===== config.mk =====
export PLATFORM = sky130hd
export DESIGN_NAME = mem_arbiter_flat
export DESIGN_NICKNAME = d
export VERILOG_FILES = /design/src/rtl/mem_arb_pkg.sv /design/src/rtl/mem_arbiter_if.sv /design/src/rtl/mem_arb_rr.sv /design/src/rtl/mem_arbiter.sv /design/src/flat_wrapper.sv
export SDC_FILE = /design/constraint.sdc
export NUM_CORES = 1
export LEC_CHECK = 0
export CORE_MARGIN = 3
export CORE_UTILIZATION = 29
export CTS_CLUSTER_DIAMETER = 200
export CTS_CLUSTER_SIZE = 30
export DETAILED_ROUTE_END_ITERATION = 8
export PLACE_DENSITY = 0.75
export SYNTH_ARGS = -nofsm -noshare
export SYNTH_HDL_FRONTEND = slang
export SYNTH_SLANG_ARGS = --single-unit

===== constraint.sdc =====
create_clock -name clk -period 4.26 [get_ports clk]
set_input_delay 0.639 -clock clk [delete_from_list [all_inputs] [get_ports clk]]
set_output_delay 0.639 -clock clk [all_outputs]
set_load 0.02 [all_outputs]

===== src/rtl/mem_arb_pkg.sv =====
// Shared definitions for mem_arbiter: the FSM state encoding and the default
// sizes of the memory port and refill block.
package mem_arb_pkg;
    localparam int DEF_ADDR_W      = 16;
    localparam int DEF_DATA_W      = 16;
    localparam int DEF_BLOCK_WORDS = 4;
    localparam int DEF_MEM_LAT     = 4;
    localparam int WORD_IDX_W      = $clog2(DEF_BLOCK_WORDS);

    typedef enum logic [1:0] {
        IDLE,
        IFILL,
        DFILL,
        DWRITE
    } arb_state_t;
endpackage


===== src/rtl/mem_arbiter_if.sv =====
// Bundle of the instruction, data and memory-side signals of mem_arbiter.
// The master modport is the arbiter's view; slave is the requesters plus memory.
interface mem_arbiter_if import mem_arb_pkg::*; #(
    parameter int ADDR_W = DEF_ADDR_W,
    parameter int DATA_W = DEF_DATA_W,
    parameter int IDX_W  = WORD_IDX_W
);
    logic              i_req;
    logic [ADDR_W-1:0] i_addr;
    logic              i_grant;
    logic              i_data_valid;
    logic [DATA_W-1:0] i_data;
    logic [IDX_W-1:0]  i_word;
    logic              i_done;

    logic              d_req;
    logic              d_we;
    logic [ADDR_W-1:0] d_addr;
    logic [DATA_W-1:0] d_wdata;
    logic              d_grant;
    logic              d_data_valid;
    logic [DATA_W-1:0] d_data;
    logic [IDX_W-1:0]  d_word;
    logic              d_done;

    logic              mem_en;
    logic              mem_we;
    logic [ADDR_W-1:0] mem_addr;
    logic [DATA_W-1:0] mem_wdata;
    logic [DATA_W-1:0] mem_rdata;
    logic              mem_rvalid;

    modport master (
        input  i_req, i_addr, d_req, d_we, d_addr, d_wdata, mem_rdata, mem_rvalid,
        output i_grant, i_data_valid, i_data, i_word, i_done,
        output d_grant, d_data_valid, d_data, d_word, d_done,
        output mem_en, mem_we, mem_addr, mem_wdata
    );

    modport slave (
        output i_req, i_addr, d_req, d_we, d_addr, d_wdata, mem_rdata, mem_rvalid,
        input  i_grant, i_data_valid, i_data, i_word, i_done,
        input  d_grant, d_data_valid, d_data, d_word, d_done,
        input  mem_en, mem_we, mem_addr, mem_wdata
    );
endinterface


===== src/rtl/mem_arb_rr.sv =====
// Two-way round-robin picker between the instruction and data requesters;
// remembers which side was granted last and favours the other on a tie.
module mem_arb_rr (
    input  logic clk,
    input  logic rst,
    input  logic i_req,
    input  logic d_req,
    input  logic accept,
    output logic pick_d
);
    logic last_d;

    always_comb begin
        if (i_req && d_req) pick_d = !last_d;
        else                pick_d = d_req;
    end

    always_ff @(posedge clk) begin
        if (rst)         last_d <= 1'b1;
        else if (accept) last_d <= pick_d;
    end
endmodule


===== src/rtl/mem_arbiter.sv =====
// Arbiter/sequencer for the shared pipelined memory behind the I and D paths.
// Define FAIR_ARB_EN for round-robin on simultaneous requests; default is data-first.
module mem_arbiter import mem_arb_pkg::*; #(
    parameter int ADDR_W      = DEF_ADDR_W,
    parameter int DATA_W      = DEF_DATA_W,
    parameter int BLOCK_WORDS = DEF_BLOCK_WORDS,
    parameter int MEM_LAT     = DEF_MEM_LAT
) (
    input  logic          clk,
    input  logic          rst,
    mem_arbiter_if.master bus
);
    localparam int IDX_W = $clog2(BLOCK_WORDS);
    localparam int BLK_W = ADDR_W - IDX_W;

    if (MEM_LAT < 1 || BLOCK_WORDS < 2 || (BLOCK_WORDS & (BLOCK_WORDS - 1)) != 0) begin : g_bad_cfg
        $error("mem_arbiter: MEM_LAT must be >= 1 and BLOCK_WORDS a power of two >= 2");
    end

    arb_state_t       state;
    logic [BLK_W-1:0] base_blk;
    logic [BLK_W-1:0] req_blk;
    logic [IDX_W:0]   issue_cnt;
    logic [IDX_W-1:0] ret_cnt;
    logic             accept;
    logic             pick_d;
    logic             filling;
    logic             last_ret;

    assign accept = (state == IDLE) && (bus.i_req || bus.d_req);

`ifdef FAIR_ARB_EN
    mem_arb_rr u_rr (
        .clk    (clk),
        .rst    (rst),
        .i_req  (bus.i_req),
        .d_req  (bus.d_req),
        .accept (accept),
        .pick_d (pick_d)
    );
`else
    assign pick_d = bus.d_req;
`endif

    assign req_blk  = pick_d ? bus.d_addr[ADDR_W-1:IDX_W] : bus.i_addr[ADDR_W-1:IDX_W];
    assign filling  = (state == IFILL) || (state == DFILL);
    assign last_ret = filling && bus.mem_rvalid && (ret_cnt == IDX_W'(BLOCK_WORDS - 1));

    // Read returns pass straight through to whichever side owns the refill.
    assign bus.i_data_valid = (state == IFILL) && bus.mem_rvalid;
    assign bus.i_data       = (state == IFILL) ? bus.mem_rdata : '0;
    assign bus.i_word       = (state == IFILL) ? ret_cnt : '0;
    assign bus.i_done       = (state == IFILL) && last_ret;
    assign bus.d_data_valid = (state == DFILL) && bus.mem_rvalid;
    assign bus.d_data       = (state == DFILL) ? bus.mem_rdata : '0;
    assign bus.d_word       = (state == DFILL) ? ret_cnt : '0;
    assign bus.d_done       = (state == DWRITE) || ((state == DFILL) && last_ret);

    always_ff @(posedge clk) begin
        if (rst) begin
            state         <= IDLE;
            base_blk      <= '0;
            issue_cnt     <= '0;
            ret_cnt       <= '0;
            bus.i_grant   <= 1'b0;
            bus.d_grant   <= 1'b0;
            bus.mem_en    <= 1'b0;
            bus.mem_we    <= 1'b0;
            bus.mem_addr  <= '0;
            bus.mem_wdata <= '0;
        end else begin
            bus.mem_en    <= 1'b0;
            bus.mem_we    <= 1'b0;
            bus.mem_addr  <= '0;
            bus.mem_wdata <= '0;
            case (state)
                IDLE: begin
                    if (accept && pick_d && bus.d_we) begin
                        state         <= DWRITE;
                        bus.d_grant   <= 1'b1;
                        bus.mem_en    <= 1'b1;
                        bus.mem_we    <= 1'b1;
                        bus.mem_addr  <= bus.d_addr;
                        bus.mem_wdata <= bus.d_wdata;
                    end else if (accept) begin
                        // First read goes out with the grant, so issue count starts at 1.
                        state        <= pick_d ? DFILL : IFILL;
                        bus.d_grant  <= pick_d;
                        bus.i_grant  <= !pick_d;
                        base_blk     <= req_blk;
                        bus.mem_en   <= 1'b1;
                        bus.mem_addr <= {req_blk, {IDX_W{1'b0}}};
                        issue_cnt    <= (IDX_W + 1)'(1);
                        ret_cnt      <= '0;
                    end
                end
                IFILL, DFILL: begin
                    if (issue_cnt < (IDX_W + 1)'(BLOCK_WORDS)) begin
                        bus.mem_en   <= 1'b1;
                        bus.mem_addr <= {base_blk, issue_cnt[IDX_W-1:0]};
                        issue_cnt    <= issue_cnt + 1'b1;
                    end
                    if (bus.mem_rvalid) ret_cnt <= ret_cnt + 1'b1;
                    if (last_ret) begin
                        state       <= IDLE;
                        bus.i_grant <= 1'b0;
                        bus.d_grant <= 1'b0;
                        issue_cnt   <= '0;
                    end
                end
                DWRITE: begin
                    state       <= IDLE;
                    bus.d_grant <= 1'b0;
                end
                default: state <= IDLE;
            endcase
        end
    end
endmodule

===== src/flat_wrapper.sv =====
// flat-port wrapper written by rule: the top's interface ports become plain ports
module mem_arbiter_flat import mem_arb_pkg::*;
#(
    parameter int ADDR_W      = DEF_ADDR_W,
    parameter int DATA_W      = DEF_DATA_W,
    parameter int BLOCK_WORDS = DEF_BLOCK_WORDS,
    parameter int MEM_LAT     = DEF_MEM_LAT
)
  (clk, rst, bus_i_req, bus_i_addr, bus_d_req, bus_d_we, bus_d_addr, bus_d_wdata, bus_mem_rdata, bus_mem_rvalid, bus_i_grant, bus_i_data_valid, bus_i_data, bus_i_word, bus_i_done, bus_d_grant, bus_d_data_valid, bus_d_data, bus_d_word, bus_d_done, bus_mem_en, bus_mem_we, bus_mem_addr, bus_mem_wdata);
  mem_arbiter_if #(.ADDR_W(ADDR_W), .DATA_W(DATA_W)) bus_i ();
  input  logic clk;
  input  logic rst;
  input wire logic [$bits(bus_i.i_req)-1:0] bus_i_req;
  input wire logic [$bits(bus_i.i_addr)-1:0] bus_i_addr;
  input wire logic [$bits(bus_i.d_req)-1:0] bus_d_req;
  input wire logic [$bits(bus_i.d_we)-1:0] bus_d_we;
  input wire logic [$bits(bus_i.d_addr)-1:0] bus_d_addr;
  input wire logic [$bits(bus_i.d_wdata)-1:0] bus_d_wdata;
  input wire logic [$bits(bus_i.mem_rdata)-1:0] bus_mem_rdata;
  input wire logic [$bits(bus_i.mem_rvalid)-1:0] bus_mem_rvalid;
  output wire logic [$bits(bus_i.i_grant)-1:0] bus_i_grant;
  output wire logic [$bits(bus_i.i_data_valid)-1:0] bus_i_data_valid;
  output wire logic [$bits(bus_i.i_data)-1:0] bus_i_data;
  output wire logic [$bits(bus_i.i_word)-1:0] bus_i_word;
  output wire logic [$bits(bus_i.i_done)-1:0] bus_i_done;
  output wire logic [$bits(bus_i.d_grant)-1:0] bus_d_grant;
  output wire logic [$bits(bus_i.d_data_valid)-1:0] bus_d_data_valid;
  output wire logic [$bits(bus_i.d_data)-1:0] bus_d_data;
  output wire logic [$bits(bus_i.d_word)-1:0] bus_d_word;
  output wire logic [$bits(bus_i.d_done)-1:0] bus_d_done;
  output wire logic [$bits(bus_i.mem_en)-1:0] bus_mem_en;
  output wire logic [$bits(bus_i.mem_we)-1:0] bus_mem_we;
  output wire logic [$bits(bus_i.mem_addr)-1:0] bus_mem_addr;
  output wire logic [$bits(bus_i.mem_wdata)-1:0] bus_mem_wdata;
  assign bus_i.i_req = bus_i_req;
  assign bus_i.i_addr = bus_i_addr;
  assign bus_i.d_req = bus_d_req;
  assign bus_i.d_we = bus_d_we;
  assign bus_i.d_addr = bus_d_addr;
  assign bus_i.d_wdata = bus_d_wdata;
  assign bus_i.mem_rdata = bus_mem_rdata;
  assign bus_i.mem_rvalid = bus_mem_rvalid;
  assign bus_i_grant = bus_i.i_grant;
  assign bus_i_data_valid = bus_i.i_data_valid;
  assign bus_i_data = bus_i.i_data;
  assign bus_i_word = bus_i.i_word;
  assign bus_i_done = bus_i.i_done;
  assign bus_d_grant = bus_i.d_grant;
  assign bus_d_data_valid = bus_i.d_data_valid;
  assign bus_d_data = bus_i.d_data;
  assign bus_d_word = bus_i.d_word;
  assign bus_d_done = bus_i.d_done;
  assign bus_mem_en = bus_i.mem_en;
  assign bus_mem_we = bus_i.mem_we;
  assign bus_mem_addr = bus_i.mem_addr;
  assign bus_mem_wdata = bus_i.mem_wdata;
  mem_arbiter #(.ADDR_W(ADDR_W), .DATA_W(DATA_W), .BLOCK_WORDS(BLOCK_WORDS), .MEM_LAT(MEM_LAT)) u_core (.clk(clk), .rst(rst), .bus(bus_i));
endmodule

# After elaboration in Yosys (flattened, before gate mapping)
# Index checks and enable logic that the tools add are counted.
# word_totals
regBits	57
latchBits	0
mem_count	0
out_inout_bits	76
inputBits	70
word_cells	83
ramBits	0
mem_bits_ro	0
# classes
muxes	35
multipliers	0
div_mod_pow	0
add_sub_neg	2
n_reduce_logical	23
n_shift	0
magnitude_cmp	1
eq_ne	10
n_bitwise	2
# op_table
cell	n
2-to-1 mux 16 bit	5
one-hot mux 16 bit (2 select lines)	1
2-to-1 mux 2 bit	9
2-to-1 mux 14 bit	1
2-to-1 mux 3 bit	4
AND reduction 4 bit	3
logical AND 1 bit	9
2-to-1 mux 1 bit	9
== test 2 bit, second input constant	3
one-hot mux 2 bit (3 select lines)	1
one-hot mux 3 bit (2 select lines)	1
!= test 2 x 1 -> 1 bit, second input constant	2
!= test 2 bit, second input constant	2
one-hot mux 1 bit (2 select lines)	2
one-hot mux 2 bit (2 select lines)	1
OR reduction 2 bit	2
adder 3 x 1 -> 3 bit, second input constant	1
logical OR 1 bit	3
< comparator 3 bit, second input constant	1
!= test 3 x 1 -> 1 bit, second input constant	1
!= test 3 x 2 -> 1 bit, second input constant	1
one-hot mux 1 bit (3 select lines)	1
AND reduction 3 bit	1
OR reduction 3 bit	1
other kinds (7)	8

# Longest topological paths before layout
# logic_depth
word_depth	6
ltp_mapped	8
ltp_nobuf	6

# Worst setup path after synthesis
# Ideal clock, no wire load.
# synth_path
path_type	reg2out
startpoint	register u_core.state[0]
endpoint	output port bus_i_done
path_stages_with_launch	5
slack_ns	2.416
path_buffers	1
arrival_time_ns	1.205
path_cell_list	dfxtp_1 -> inv_1 -> ha_1 -> buf_2 -> and4_1
# synth_between
elab_chain_len	5
word_cells_on_any_way	6
classes_between	eq/ne: 2; reduce/logical: 4
# synth_lines
element	line	text
start: declaration	mem_arbiter.sv:20	arb_state_t state;
start signal: assignment	mem_arbiter.sv:87	state <= pick_d ? DFILL : IFILL;
== test 2 x 1 -> 1 bit / == test 2 bit (equally long branches)	mem_arbiter.sv:46, mem_arbiter.sv:53	
logical OR 1 bit	mem_arbiter.sv:46	assign filling = (state == IFILL) || (state == DFILL);
logical AND 1 bit (2 in a row)	mem_arbiter.sv:47	assign last_ret = filling && bus.mem_rvalid && (ret_cnt == IDX_W'(BLOCK_WORDS - 1));
logical AND 1 bit (*)	mem_arbiter.sv:53	assign bus.i_done = (state == IFILL) && last_ret;
end: declaration	flat_wrapper.sv:25	output wire logic [$bits(bus_i.i_done)-1:0] bus_i_done;
# Every way passes the cells marked *; elsewhere a longest branch is shown, timed or not.

# Final worst setup path
# Ends and elaborated chain as after synthesis.

==> summary.txt <==
Status
  • Result of the run: completed

STA
  • Maximum frequency from static timing analysis: 0.3521 GHz
  • Sum of negative setup slack: 0 ns
  • Max_slew headroom: 0.3192
  • Number of pins exceeding their max-slew limit in the final report: 0
  • Tightest Pin Transition: 1.019 ns
  • Largest clock skew in the final design: 0.005496 ns
  • RSZ-0062 raised after global routing: false
  • Setup violation total in the final timing report: 0
  • Period minus WS final: 2.840 ns
  • Final Worst Setup Slack: 1.420 ns
  • Hold violation count in the final report: 0
  • Tcrit/Tclk final: 0.6666

Yosys
  • Synthesized cell area: 2527 um2
  • Async SR Flop Fraction: 0
  • Post-synth EDFFs: 0
  • Top cells by area, synth: dfxtp_1 (45%), and2_1 (14%), a21oi_1 (6.7%), nand2_1 (5.2%), a22oi_1 (4.8%)
  • Most instantiated flip-flop cell in the synthesis netlist: dfxtp_1
  • Number of flip-flops and latches in the synthesized netlist: 57
  • Post-Syn Area per Cell: 8.715 um2
  • Number of warnings reported in the yosys synthesis log: 0
  • Library cell with the largest summed area after synthesis: dfxtp_1
  • Portion of the post-synthesis area used by sequential elements: 0.4515
  • Post-synthesis cell count: 290
  • Distinct cells, synth: 35
  • Most frequently used cell type in the post-synthesis netlist: dfxtp_1
  • Proportion of netlist area held by the largest area contributor: 0.4515
  • Synthesized Nets: 367
  • Most numerous cell types in the synthesized netlist: dfxtp_1 (57), and2_1 (56), nand2_1 (35), a21oi_1 (34), a22oi_1 (16)

Detailed routing
  • DR vias: 2524
  • DRC violations left: 0
  • Detail-routed net length per standard cell: 14.34 um
  • Post-detailed-routing wire length: 7657 um
  • Number of violations reported at the end of detailed-routing iteration 0: 78
  • DR vias/cell: 4.727
  • Iteration count of the initial detailed-routing pass: 4
  • Final antenna-violating net count: 0

Worst setup path
  • Critical Path End Type: primary output
  • Required time reported for the critical path endpoint: 3.62 ns
  • Bufs and invs on worst path: 2
  • Crit-path slowest cell: clkdlybuf4s50_1
  • Minimum setup slack among reg-to-reg paths: 1.71 ns
  • Cell-by-cell listing of the critical path: inv_1 -> ha_1 -> and4_1 -> clkdlybuf4s50_1
  • Endpoint arrival time on the critical path: 2.20 ns
  • CP max FO: 12
  • Largest stage delay, worst path: 0.61 ns
  • Critical Setup Path Class: flop to primary output
  • Dominant delay contributor by cell family on the critical path: buffers and inverters
  • Kind of start point of the critical path: flop

GRT
  • Pin count of the biggest net entering global routing: 26
  • Initial antenna violation count: 0
  • Via count of the first global-routing pass: 2374
  • Overflow left after global routing: 0
  • Wire length of the first global-routing pass: 12000 um
  • Total global routing track utilization: 0.1517

Placed design
  • Half-perimeter wire length after detailed placement: 5641 um
  • Placer Congestion: 0.7363
  • Number of buffers added on ports: 143
  • Place WS: 1.424 ns

CTS
  • # clock sinks: 57
  • TritonCTS clock tree: yes
  • # Post-CTS Setup Buffers: 0
  • Hold-fix buffers, CTS: 0
  • Clock latency reported for the late side of the worst-skew pair: 0.33 ns
  • Maximum clock insertion buffer count: 2
  • Clock edge transition at the registers on the reported setup and hold paths: 0.06 ns
  • CTS H-tree lvls: 3
  • Root buffer cell: clkbuf_8
  • Num CTS Buffers: 9
  • CTS resizes: 0

Final layout
  • Antenna diode count: 0
  • Area growth from synthesis to layout: 65.74%
  • Share of post-route cells with drive strength above 1: 0.05361
  • Number of nets in the layout: 501

Power and ir drop
  • Sw Ratio: 0.3566
  • Internal cell power: 0.001199 W
  • P_leak: 1.605 nW
  • Share of total power in combinational logic: 0.413
  • Clock power frac: 0.243
  • Switching pwr: 0.0006645 W
  • Power density relative to cell area: 444.9 nW/um2
  • Portion of total power attributed to sequential cells: 0.345
  • Power consumption: 0.001864 W
  • IR Drop Worst-Case VDD: 237.8 uV

Job
  • Count of maximum capacitance violations: 0

Floorplan
  • Effective utilization at floorplan: 0.3030
  • Core Rows: 33
  • Vertical extent of the die: 99.36 um
  • Floorplan die area: 9871 um2
  • Number of top-level design ports: 146
  • Core region area: 8341 um2
  • Die width: 99.36 um

Hold path
  • Worst Hold Class: flop to flop
power groups by stage:
| stage | clock network (W) | registers [W] | logic [W] |
|---|---|---|---|
| after floorplan | 0 | 0.000698 | 0.000406 |
| after global placement | 0 | 0.000649 | 0.000763 |
| after detailed placement | 0 | 0.000653 | 0.000772 |
| after CTS | 0.000468 | 0.000642 | 0.000776 |
| after global routing | 0.000492 | 0.000650 | 0.000835 |
| final | 0.000452 | 0.000642 | 0.000769 |
stage by stage:
step	util	cells	instance area [um2]	hold WS (ns)
after floorplan	-	290	2527	0.4316
after global placement	0.4805	518	4008	0.4385
after detailed placement	0.4805	518	4008	0.4467
after CTS	0.5023	534	4189	0.4551
after global routing	0.5023	534	4189	0.4721
final	0.5023	534	4189	0.4564
flip-flops by register name (all words and copies together), names as in the netlist:
name / flops
u_core.bus.mem_we: 1
u_core.bus.mem_wdata: 16
u_core.state: 2
u_core.bus.d_grant: 1
u_core.base_blk: 14
u_core.ret_cnt: 2
u_core.bus.mem_en: 1
u_core.issue_cnt: 3
u_core.bus.mem_addr: 16
u_core.bus.i_grant: 1
worst reg2reg max path, cell delays in order (launching register included):
cell and delay [ns]:
dfxtp_1 0.36, inv_1 0.10, ha_1 0.74, and3_1 0.74, nor4_2 0.16, a2111oi_0 0.34
placed cells by master (no fill, tap or decap):
master,instances
clkinvlp_4,2
o21a_1,1
a31oi_1,1
clkdlybuf4s50_1,143
a21boi_1,1
a22oi_1,16
o21a_4,1
a211oi_1,1
a2111oi_0,1
and3_1,1
a21o_1,1
or4b_1,1
nand4_1,1
and4_1,1
o21ai_0,6
o22ai_1,1
a211o_1,1
clkbuf_8,11
a41o_1,1
buf_4,2
a21oi_1,34
a21oi_2,1
clkinv_2,3
and2_1,56
a21boi_0,1
inv_1,3
nor3b_1,1
ha_1,7
or2_2,1
nor2_1,12
nor4_2,1
nand3_1,3
a21bo_2,1
mux2i_1,2
nand2_1,35
nor2b_1,4
a22o_1,13
dfxtp_1,57
cell families (layout without fill, tap and decap cells):
logic type,count (synthesis),count (layout),synth area share
adder cells (fa/ha/maj),7,7,0.03465
multiplexers,2,2,0.007921
flip-flops,57,57,0.4515
AND/OR/NAND/NOR,117,117,0.2470
buffers and inverters,25,164,0.04307
AO/OA/AOI/OAI,82,82,0.2159
layer usage:
layer,wire (um),global-route usage
met1,2966,0.1772
met4,92,0.04412
met2,3816,0.2469
met5,0,0
met3,781,0.07363
final cells by class:
class	count	area, um2
clock buffers	11	151.4
clock inverters	5	30.03
fillers	778	4151
inverters	3	11.26
multi-input cells	208	1277
flip-flops and latches	57	1141
well taps	105	131.4
repair buffers	145	1446
final timing paths:
| path | startpoint | end | cells after the start |
|---|---|---|---|
| setup / recovery | u_core.state[0]$_SDFFE_PP0P_ | bus_i_done | 4 |
| hold / removal | u_core.base_blk[5]$_SDFFE_PP0P_ | u_core.base_blk[5]$_SDFFE_PP0P_ | 2 |
| setup reg to reg | u_core.state[0]$_SDFFE_PP0P_ | u_core.issue_cnt[2]$_SDFFE_PP0P_ | 5 |
| hold reg to reg | u_core.base_blk[5]$_SDFFE_PP0P_ | u_core.base_blk[5]$_SDFFE_PP0P_ | 2 |
No activity file was read; power rests on OpenSTA's default activity.
